File: src/rtl/fpu_control_word_port.sv
// -----------------------------------------------------------------------------
// fpu_control_word_port
//
// CPU-to-FPU control word write port (I/O ports 0xF8-0xF9). Byte or word CPU
// writes are merged into the architectural control word. The x87 reserved-bit
// rules are then applied, and each update is handed to the FPU over a
// valid/ready handshake. A CPU write that arrives while the FPU has not yet
// taken the previous update is stalled until the handshake completes.
//
// Ports:
//   clk, reset            system clock, synchronous active-low reset
//   cs                    chip select from the I/O address decoder
//   data_m_wr_en          1 = write access, 0 = read access
//   data_m_bytesel[1:0]   byte enables ([0] -> bits 7:0, [1] -> bits 15:8)
//   data_m_data_in[15:0]  CPU write data
//   data_m_data_out[15:0] CPU read data
//   data_m_ack            single-cycle access acknowledge
//   fpu_init              FINIT/FNINIT pulse from the FPU
//   cw_out[15:0]          control word presented to the FPU
//   cw_valid              an update is pending for the FPU
//   cw_ready              FPU accepts the pending update
//
// Build option:
//   FPU_CW_READBACK_EN    when defined, reads return the control word. When
//                         undefined, reads are still acked but return 16'hFFFF.
// -----------------------------------------------------------------------------
module fpu_control_word_port #(
  parameter logic [15:0] RESET_CW = 16'h037F,
  parameter logic [15:0] WR_MASK  = 16'h1F3F
) (
  input  logic        clk,
  input  logic        reset,
  input  logic        cs,
  input  logic        data_m_wr_en,
  input  logic [1:0]  data_m_bytesel,
  input  logic [15:0] data_m_data_in,
  output logic [15:0] data_m_data_out,
  output logic        data_m_ack,
  input  logic        fpu_init,
  output logic [15:0] cw_out,
  output logic        cw_valid,
  input  logic        cw_ready
);

  localparam logic [1:0] ST_IDLE  = 2'd0;
  localparam logic [1:0] ST_ACK   = 2'd1;
  localparam logic [1:0] ST_STALL = 2'd2;

  logic [1:0]  state_q, state_d;
  logic [15:0] cw_q, cw_d;
  logic        pending_q, pending_d;
  logic        ack_q, ack_d;
  logic        write_en;
  logic [15:0] merged;
  logic [15:0] stored;

  // Unselected bytes keep their current value. Bit 6 is forced to 1. Bits
  // outside WR_MASK (15:13 and 7) are forced to 0.
  assign merged = {data_m_bytesel[1] ? data_m_data_in[15:8] : cw_q[15:8],
                   data_m_bytesel[0] ? data_m_data_in[7:0]  : cw_q[7:0]};
  assign stored = (merged & WR_MASK) | 16'h0040;

  always_comb begin
    // NOTE: every output of this block gets a default first so that no path
    // leaves a signal unassigned, which would infer a latch.
    state_d   = state_q;
    cw_d      = cw_q;
    pending_d = pending_q;
    ack_d     = 1'b0;
    write_en  = 1'b0;

    // Handshake completes on the edge where ready is sampled with valid high.
    if (pending_q && cw_ready) pending_d = 1'b0;

    case (state_q)
      ST_IDLE: begin
        if (cs && !ack_q) begin
          if (!data_m_wr_en) begin
            state_d = ST_ACK;
            ack_d   = 1'b1;
          end else if (fpu_init) begin
            // fpu_init wins the cycle. The write stays in IDLE and retries next cycle.
            state_d = ST_IDLE;
          end else if (pending_q) begin
            state_d = ST_STALL;
          end else begin
            write_en = 1'b1;
            state_d  = ST_ACK;
            ack_d    = 1'b1;
          end
        end
      end
      ST_ACK: state_d = ST_IDLE;
      ST_STALL: begin
        // When cs is dropped, the write is abandoned. When pending has cleared,
        // the write is re-evaluated from IDLE on the next cycle, which is
        // where it is performed.
        if (!cs || !pending_q) state_d = ST_IDLE;
      end
      default: state_d = ST_IDLE;
    endcase

    if (write_en) begin
      cw_d = stored;
      if (data_m_bytesel != 2'b00) pending_d = 1'b1;
    end

    // The FPU already holds the default word after FINIT, so no update is sent.
    if (fpu_init) begin
      cw_d      = RESET_CW;
      pending_d = 1'b0;
    end
  end

  always_ff @(posedge clk) begin
    // NOTE: state registers use non-blocking assignments so that all flops
    // update together from values sampled before the edge.
    if (!reset) begin
      state_q   <= ST_IDLE;
      cw_q      <= RESET_CW;
      pending_q <= 1'b0;
      ack_q     <= 1'b0;
    end else begin
      state_q   <= state_d;
      cw_q      <= cw_d;
      pending_q <= pending_d;
      ack_q     <= ack_d;
    end
  end

  assign cw_out     = cw_q;
  assign cw_valid   = pending_q;
  assign data_m_ack = ack_q;

`ifdef FPU_CW_READBACK_EN
  assign data_m_data_out = cw_q;
`else
  assign data_m_data_out = 16'hFFFF;
`endif

endmodule

File: config.mk
export PLATFORM = sky130hd
export DESIGN_NAME = fpu_control_word_port
export DESIGN_NICKNAME = d
export VERILOG_FILES = /design/src/rtl/fpu_control_word_port.sv
export SDC_FILE = /design/constraint.sdc
export NUM_CORES = 1
export LEC_CHECK = 0
export CAP_MARGIN = 20
export CORE_AREA = 2 2 39 41
export CTS_BUF_LIST = sky130_fd_sc_hd__clkbuf_2
export CTS_CLUSTER_SIZE = 14
export DETAILED_ROUTE_END_ITERATION = 8
export DIE_AREA = 0 0 41 43
export DONT_BUFFER_PORTS = 1
export PLACE_DENSITY = 0.88
export SYNTH_ARGS = -nofsm -noshare
export SYNTH_HDL_FRONTEND = slang
export SYNTH_SLANG_ARGS = --single-unit
File: constraint.sdc
create_clock -name clk -period 2.75 [get_ports clk]
set_clock_uncertainty 0.15 [all_clocks]
set_input_delay 0.6875 -clock clk [delete_from_list [all_inputs] [get_ports clk]]
set_output_delay 0.6875 -clock clk [all_outputs]
set_load 0.02 [all_outputs]
==> qor.csv, run 1 <==
metric,value,unit
Antenna diodes,0,
CTS tree,built,
first-pass GRT wire length,2230,um
status,"complete, no violations",
Resize count post-CTS,0,
# DRC,0,
initial antenna violation count,0,
Yosys cell types,26,
fmax,583,MHz
Area after DPL,737,um^2
final net count,119,
static leakage,0.295,nW
Seq cells post-synth,15,
DRT Pass-1 Iters,4,
initial DRC count,12,
vias in the first global route,551,
synth-to-layout area growth,-7.63,%
io pins,58,
Setup TNS,0,ps
Total GRT Usage,18.5,%
CTS root buffer,clkbuf_2,
GR Overflow Total,0,
Routed WL,1540,um
RSZ-0062 raised after global routing,no,
Starting Density,59.2,%
htree depth,1,
period utilization,62.3,%
Gate Count Post-Synth,95,
post-route ant nets,0,
drt via density,5.60,
layout cell share with drive strength beyond 1,9.57,%
clock slew at reported path FFs,160,ps
Max Cap Viol,0,
"Seq/Total Area, Yosys",36.6,%
Site Rows,14,
final setup violation count,0,
design area,757,um^2
minimum clock period,1710,ps
Post-Syn Area,820,um^2
Syn Area/Cell,8.63,um^2
Port-buffer cells,0,
worst skew pair latency,290,ps
Clock Sinks,15,
DP Wirelength,1160,um
Critical Path Fanout Max,9,
GP Congestion,0.758,
core box area,1380,um^2
pin count of the biggest net entering global routing,15,
PD cells,513,nW/um^2
HP Class,input port to flip-flop,
Fin. Hold Viols,0,
WL/cell,14.0,um
element type at the critical path start,flip-flop,
Crit path required time,1910,ps
number of setup buffers added after CTS,0,
CP Class,flip-flop to primary output,
CTS Buf Count,3,
worst ir drop on vdd,0.000230,V
Die Y,43,um
CTS Hold Bufs,0,
Slew HR,54.6,%
max-slew violations,0,
Arrival @ worst endpoint,880,ps
clk buf depth,2,
Slew @ Worst Pin,679,ps
Final Util,54.7,%
full die area,1760,um^2
synth warn,0,
die width,41,um
Vias,616,
crit end category,primary output,
cells in the mapped netlist:
library cell | number | share of area, %
nor2_1 | 2 | 0.92
nand4_1 | 5 | 3.8
nor3b_1 | 1 | 0.92
clkbuf_1 | 2 | 0.92
o211ai_1 | 1 | 0.92
nand4b_1 | 1 | 1.1
or4bb_1 | 1 | 1.4
inv_1 | 1 | 0.46
and4bb_2 | 1 | 1.5
o31ai_1 | 2 | 1.8
conb_1 | 2 | 0.92
buf_6 | 1 | 1.4
buf_4 | 21 | 19
buf_2 | 1 | 0.61
nand4bb_1 | 1 | 1.4
nor4b_2 | 1 | 1.8
nand2b_1 | 2 | 1.5
nand3_1 | 2 | 1.2
nor3_1 | 6 | 3.7
nor2b_1 | 1 | 0.76
and3_1 | 2 | 1.5
dfxtp_1 | 15 | 37
or4b_4 | 1 | 1.7
a21oi_1 | 11 | 6.7
or3b_2 | 1 | 1.1
o21ai_0 | 10 | 6.1
where the power goes:
part           internal, mW  switching [mW]  total, mW
Sequential            0.221         0.00620      0.227
Combinational        0.0133          0.0441     0.0574
Clock                0.0329          0.0713      0.104
Total                 0.267           0.122      0.389
cell type report:
class                   instances  area (um^2)
fillers                       145          627
multi-input cells              73          405
flip-flops and latches         15          300
well taps                      16         20.0
clock buffers                   3         15.0
repair buffers                  1         7.51
clock inverters                 1         5.00
inverters                       1         3.75
kinds of logic after synthesis:
family | Yosys count | synth area share (%)
buffers and inverters | 26 | 22.6
DFF | 15 | 36.6
and+or+nand+nor | 28 | 24.3
other | 2 | 0.916
AOI/OAI and AO/OA | 24 | 15.6
stage by stage:
| stage | hold WS, ps | setup WS (ps) | power [mW] | cells |
|---|---|---|---|---|
| detailed placement | 387 | 852 | 0.288 | 106 |
| finish | 380 | 1040 | 0.389 | 110 |
| global route | 374 | 981 | 0.404 | 110 |
| global placement | 358 | 905 | 0.287 | 106 |
| floorplan | 345 | 858 | 0.309 | 114 |
| CTS | 366 | 1020 | 0.391 | 110 |
cell usage in the layout, fill, tap and decap left out, types with 2 or more instances in the layout:
cell      Yosys  layout
a21oi_1      11      11
and3_1        2       2
clkbuf_2      0       3
conb_1        2      21
dfxtp_1      15      15
nand2b_1      2       2
nand3_1       2       2
nand4_1       5       5
nor2_1        2       2
nor3_1        6       6
o21ai_0      10      10
o31ai_1       2       2
layer usage:
layer	track usage [%]	wire length (um)	vias up
li1	-	-	295
met1	20.3	617	290
met2	29.7	769	31
met3	5.76	154	0
met4	10.0	0	0
met5	0	0	-
path summary, 6_finish.rpt:
| path | start | depth (start not counted) | slack, ps | to |
|---|---|---|---|---|
| worst max-delay path | cw_valid | 0 | 1040 | cw_valid |
| worst min-delay path | data_m_data_in[10] | 2 | 380 | cw_out[10] |
| worst max register to register | cw_valid | 3 | 1100 | cw_valid |
| worst min register to register | state_q[1] | 2 | 420 | state_q[1] |
flip-flops by register name (all words and copies together), names as in the netlist:
name and count:
cw_out 11, state_q 2, cw_valid 1, data_m_ack 1
Power figures use the tool's default switching activity.
==> run 2: changes to the inputs <==
CORE_AREA = unset   (was 2 2 39 41)
CORE_UTILIZATION = 57   (was unset)
DIE_AREA = unset   (was 0 0 41 43)
PLACE_DENSITY = 0.86   (was 0.88)
clock period = 1.5 ns   (was 2.75 ns; I/O delays follow)
==> qor.csv, run 2 (synthesis gave the netlist of run 1 again) <==
metric,value,unit,change
status,finished with violations,,
failing checks,setup timing,,
"most common cell after layout, fill and taps aside",conb_1,,
first-pass GRT wire length,2550,um,+14%
Fin. Hold Viols,0,,unchanged
full die area,1590,um^2,-9.6%
clk buf depth,2,,unchanged
static leakage,0.365,nW,+24%
synth-to-layout area growth,9.01,%,
clock slew at reported path FFs,150,ps,about the same
post-route setup slack,-64.4,ps,-1100 ps
DRT Pass-1 Iters,5,,+1
Arrival @ worst endpoint,1570,ps,+690 ps
Starting Density,62.2,%,+3.0 points
pre-CTS setup slack,-42.2,ps,-894 ps
pin count of the biggest net entering global routing,10,,-5
final setup violation count,6,,+6
Total GRT Usage,24.5,%,+6.0 points
max-slew violations,0,,unchanged
element type at the critical path start,flip-flop,,
final net count,129,,+8.4%
HP Class,input port to flip-flop,,
DP Wirelength,1150,um,-0.26%
Critical Path Fanout Max,6,,-3
drt via density,6.24,,+11%
initial DRC count,41,,+29
Max Cap Viol,0,,unchanged
worst ir drop on vdd,0.000502,V,+120%
CTS tree,built,,
# DRC,0,,unchanged
Antenna diodes,0,,unchanged
total power,0.759,mW,+95%
io pins,58,,unchanged
Site Rows,13,,-1
die width,39.9,um,-2.6%
max FFs per register,11,,unchanged
most frequent cells in the layout,"conb_1 (21), dfxtp_1 (13), a21oi_1 (10)",,
layout cell share with drive strength beyond 1,27.9,%,+18 points
PD cells,850,nW/um^2,+66%
vias in the first global route,636,,+15%
htree depth,1,,unchanged
minimum clock period,1560,ps,
Crit path required time,1510,ps,-400 ps
WL/cell,16.0,um,+15%
post-route ant nets,0,,unchanged
GR Overflow Total,0,,unchanged
GP Congestion,0.769,,+1.4%
Clock Sinks,15,,unchanged
core box area,1320,um^2,-4.8%
Vias,742,,+20%
period utilization,104,%,
CTS Buf Count,3,,unchanged
Routed WL,1910,um,+24%
CTS root buffer,clkbuf_2,,
crit end category,flip-flop,,
initial antenna violation count,0,,unchanged
worst skew pair latency,290,ps,about the same
Port-buffer cells,0,,unchanged
Die Y,39.9,um,-7.2%
fmax,639,MHz,
CP Class,flip-flop to flip-flop,,
RSZ-0062 raised after global routing,yes,,
-- run 2: critical path: stages (launching register included) --
cell	delay, ps
dfxtp_2	360
or4b_4	600
nor3_2	200
o21ai_0	130
-- run 2: layer usage --
layer  track usage [%]  wire, um  up-vias
met5                 0         0        -
met4              14.7        34        0
met3              6.25       173        5
met2              41.5       957       64
met1              27.1       744      353
li1                  -         -      320
-- run 2: cell type report --
type	count	area, um^2
Tap cell	15	18.8
Clock buffer	4	20.0
Inverter	1	3.75
Fill cell	108	424
Multi-Input combinational cell	74	469
Timing Repair Buffer	10	78.8
Sequential cell	15	303
-- run 2: worst paths after layout --
| path | start | to | slack [ps] | depth (start not counted) |
|---|---|---|---|---|
| worst max-delay path | data_m_ack | cw_out[3] | -60 | 3 |
| worst min register to register | cw_out[11] | cw_out[11] | 450 | 2 |
| worst min-delay path | cs | state_q[1] | 60 | 2 |
| worst max register to register | data_m_ack | cw_out[3] | -60 | 3 |
-- run 2: what timing repair did --
item,CTS,global route
hold buffers,0,0
gates resized for setup,5,11
setup endpoints to repair,12,12
buffers inserted,1,1
gates cloned,2,0
endpoints found under the hold margin,0,0
pin swaps,2,8
-- run 2: where the power goes --
part	internal [mW]	switching, mW	total, mW
Combinational	0.0486	0.0988	0.147
Sequential	0.405	0.00848	0.413
Clock	0.0707	0.128	0.199
Total	0.524	0.235	0.759
-- run 2: through the flow --
step	std cells	hold WS, ps	cell area (um^2)	TNS [ps]	util [%]
floorplan	114	345	897	-83.3	-
global placement	111	372	785	0	59.5
detailed placement	111	374	785	-105	59.5
CTS	118	70.1	850	-31.5	64.5
global route	119	65.3	893	-505	67.8
finish	119	56.2	893	-164	67.8
==> run 3: changes to the inputs <==
TNS_END_PERCENT = 30   (was unset)
==> qor.csv, run 3 (synthesis gave the netlist of run 1 again) <==
metric,value,unit,change
status,finished with violations,,
failing checks,setup timing,,
period utilization,104,%,about the same
DP Wirelength,1150,um,unchanged
WL/cell,16.0,um,unchanged
io pins,58,,unchanged
Total GRT Usage,24.5,%,unchanged
crit path cell chain,or4b_4 -> nor3_2 -> o21ai_0,,
r2r setup slk,-60,ps,about the same
DP Cell Count,111,,unchanged
final net count,129,,unchanged
FF+latch area,303,um^2,unchanged
static leakage,0.365,nW,unchanged
DRT Pass-1 Iters,5,,unchanged
Clock Sinks,15,,unchanged
initial antenna violation count,0,,unchanged
max-slew violations,0,,unchanged
synth-to-layout area growth,9.01,%,unchanged
fillcell total,108,,unchanged
Site Rows,13,,unchanged
HP Class,input port to flip-flop,,
pre-CTS setup slack,-42.2,ps,unchanged
CTS root buffer,clkbuf_2,,
Critical Path Fanout Max,6,,unchanged
initial DRC count,41,,unchanged
die width,39.9,um,unchanged
layout cell share with drive strength beyond 1,27.9,%,unchanged
htree depth,1,,unchanged
GP Congestion,0.769,,unchanged
Antenna diodes,0,,unchanged
Die Y,39.9,um,unchanged
element type at the critical path start,flip-flop,,
most frequent cells in the layout,"conb_1 (21), dfxtp_1 (13), a21oi_1 (10)",,
"most common cell after layout, fill and taps aside",conb_1,,
fmax,639,MHz,about the same
crit end category,flip-flop,,
Max Cap Viol,0,,unchanged
Final Instance Count excl. Fillers,119,,unchanged
GR Overflow Total,0,,unchanged
post-route setup slack,-64.0,ps,+0.394 ps
Routed WL,1910,um,unchanged
CTS tree,built,,
PD cells,850,nW/um^2,about the same
Starting Density,62.2,%,unchanged
drt via density,6.24,,unchanged
core box area,1320,um^2,unchanged
total power,0.759,mW,about the same
pin count of the biggest net entering global routing,10,,unchanged
post-route ant nets,0,,unchanged
max FFs per register,11,,unchanged
CP max stage cell,or4b_4,,
clock slew at reported path FFs,150,ps,about the same
Fin. Hold Viols,0,,unchanged
worst skew pair latency,290,ps,about the same
worst ir drop on vdd,0.000503,V,+0.10%
clk buf depth,2,,unchanged
Arrival @ worst endpoint,1570,ps,about the same
Vias,742,,unchanged
Crit path required time,1510,ps,about the same
minimum clock period,1560,ps,-0.394 ps
Multi-input gate area,469,um^2,unchanged
CP Class,flip-flop to flip-flop,,
CTS Buf Count,3,,unchanged
# DRC,0,,unchanged
Port-buffer cells,0,,unchanged
vias in the first global route,636,,unchanged
final setup violation count,6,,unchanged
full die area,1590,um^2,unchanged
first-pass GRT wire length,2550,um,unchanged
RSZ-0062 raised after global routing,yes,,
crit-path max cell delay,600,ps,about the same
-- run 3: timing repair --
action,4_1_cts,5_1_grt
cloned,2,0
hold buffers,0,0
setup endpoints to repair,12,12
setup buffers,1,1
resized for setup,5,11
pin swaps,2,8
-- run 3: layout make-up --
cell class	instances	share of cell area (%)
well taps	15	2.10
flip-flops and latches	15	33.9
inverters	1	0.420
repair buffers	10	8.82
clock buffers	4	2.24
multi-input cells	74	52.5
-- run 3: final timing paths --
path,start,end,depth (start not counted)
max,data_m_ack,cw_out[3],3
min,cs,state_q[1],2
max reg2reg,data_m_ack,cw_out[3],3
min reg2reg,cw_out[11],cw_out[11],2
-- run 3: power by group --
group | switching (mW) | total (mW) | leakage [nW] | internal, mW
logic | 0.0988 | 0.147 | 0.226 | 0.0486
clock network | 0.128 | 0.199 | 0.0166 | 0.0707
registers | 0.00848 | 0.413 | 0.123 | 0.405
-- run 3: through the flow --
| stage | hold slack [ps] | setup TNS (ps) | utilization (%) | area, um^2 |
|---|---|---|---|---|
| floorplan | 345 | -83.3 | - | 897 |
| global placement | 372 | 0 | 59.5 | 785 |
| detailed placement | 374 | -105 | 59.5 | 785 |
| CTS | 70.1 | -31.5 | 64.5 | 850 |
| global route | 65.3 | -505 | 67.8 | 893 |
| finish | 55.8 | -163 | 67.8 | 893 |
-- run 3: worst max-delay path, delay by kind of cell, from the launching register on --
kind	cells	cell delay, ps
AO/OA/AOI/OAI	1	130
flip-flops	1	360
AND/OR/NAND/NOR	2	800
-- run 3: routing by layer --
metal	part of all wire (%)	GRT usage, %	up-vias
met5	0	0	-
met4	1.8	14.7	0
met1	39	27.1	353
li1	-	-	320
met2	50	41.5	64
met3	9.1	6.25	5
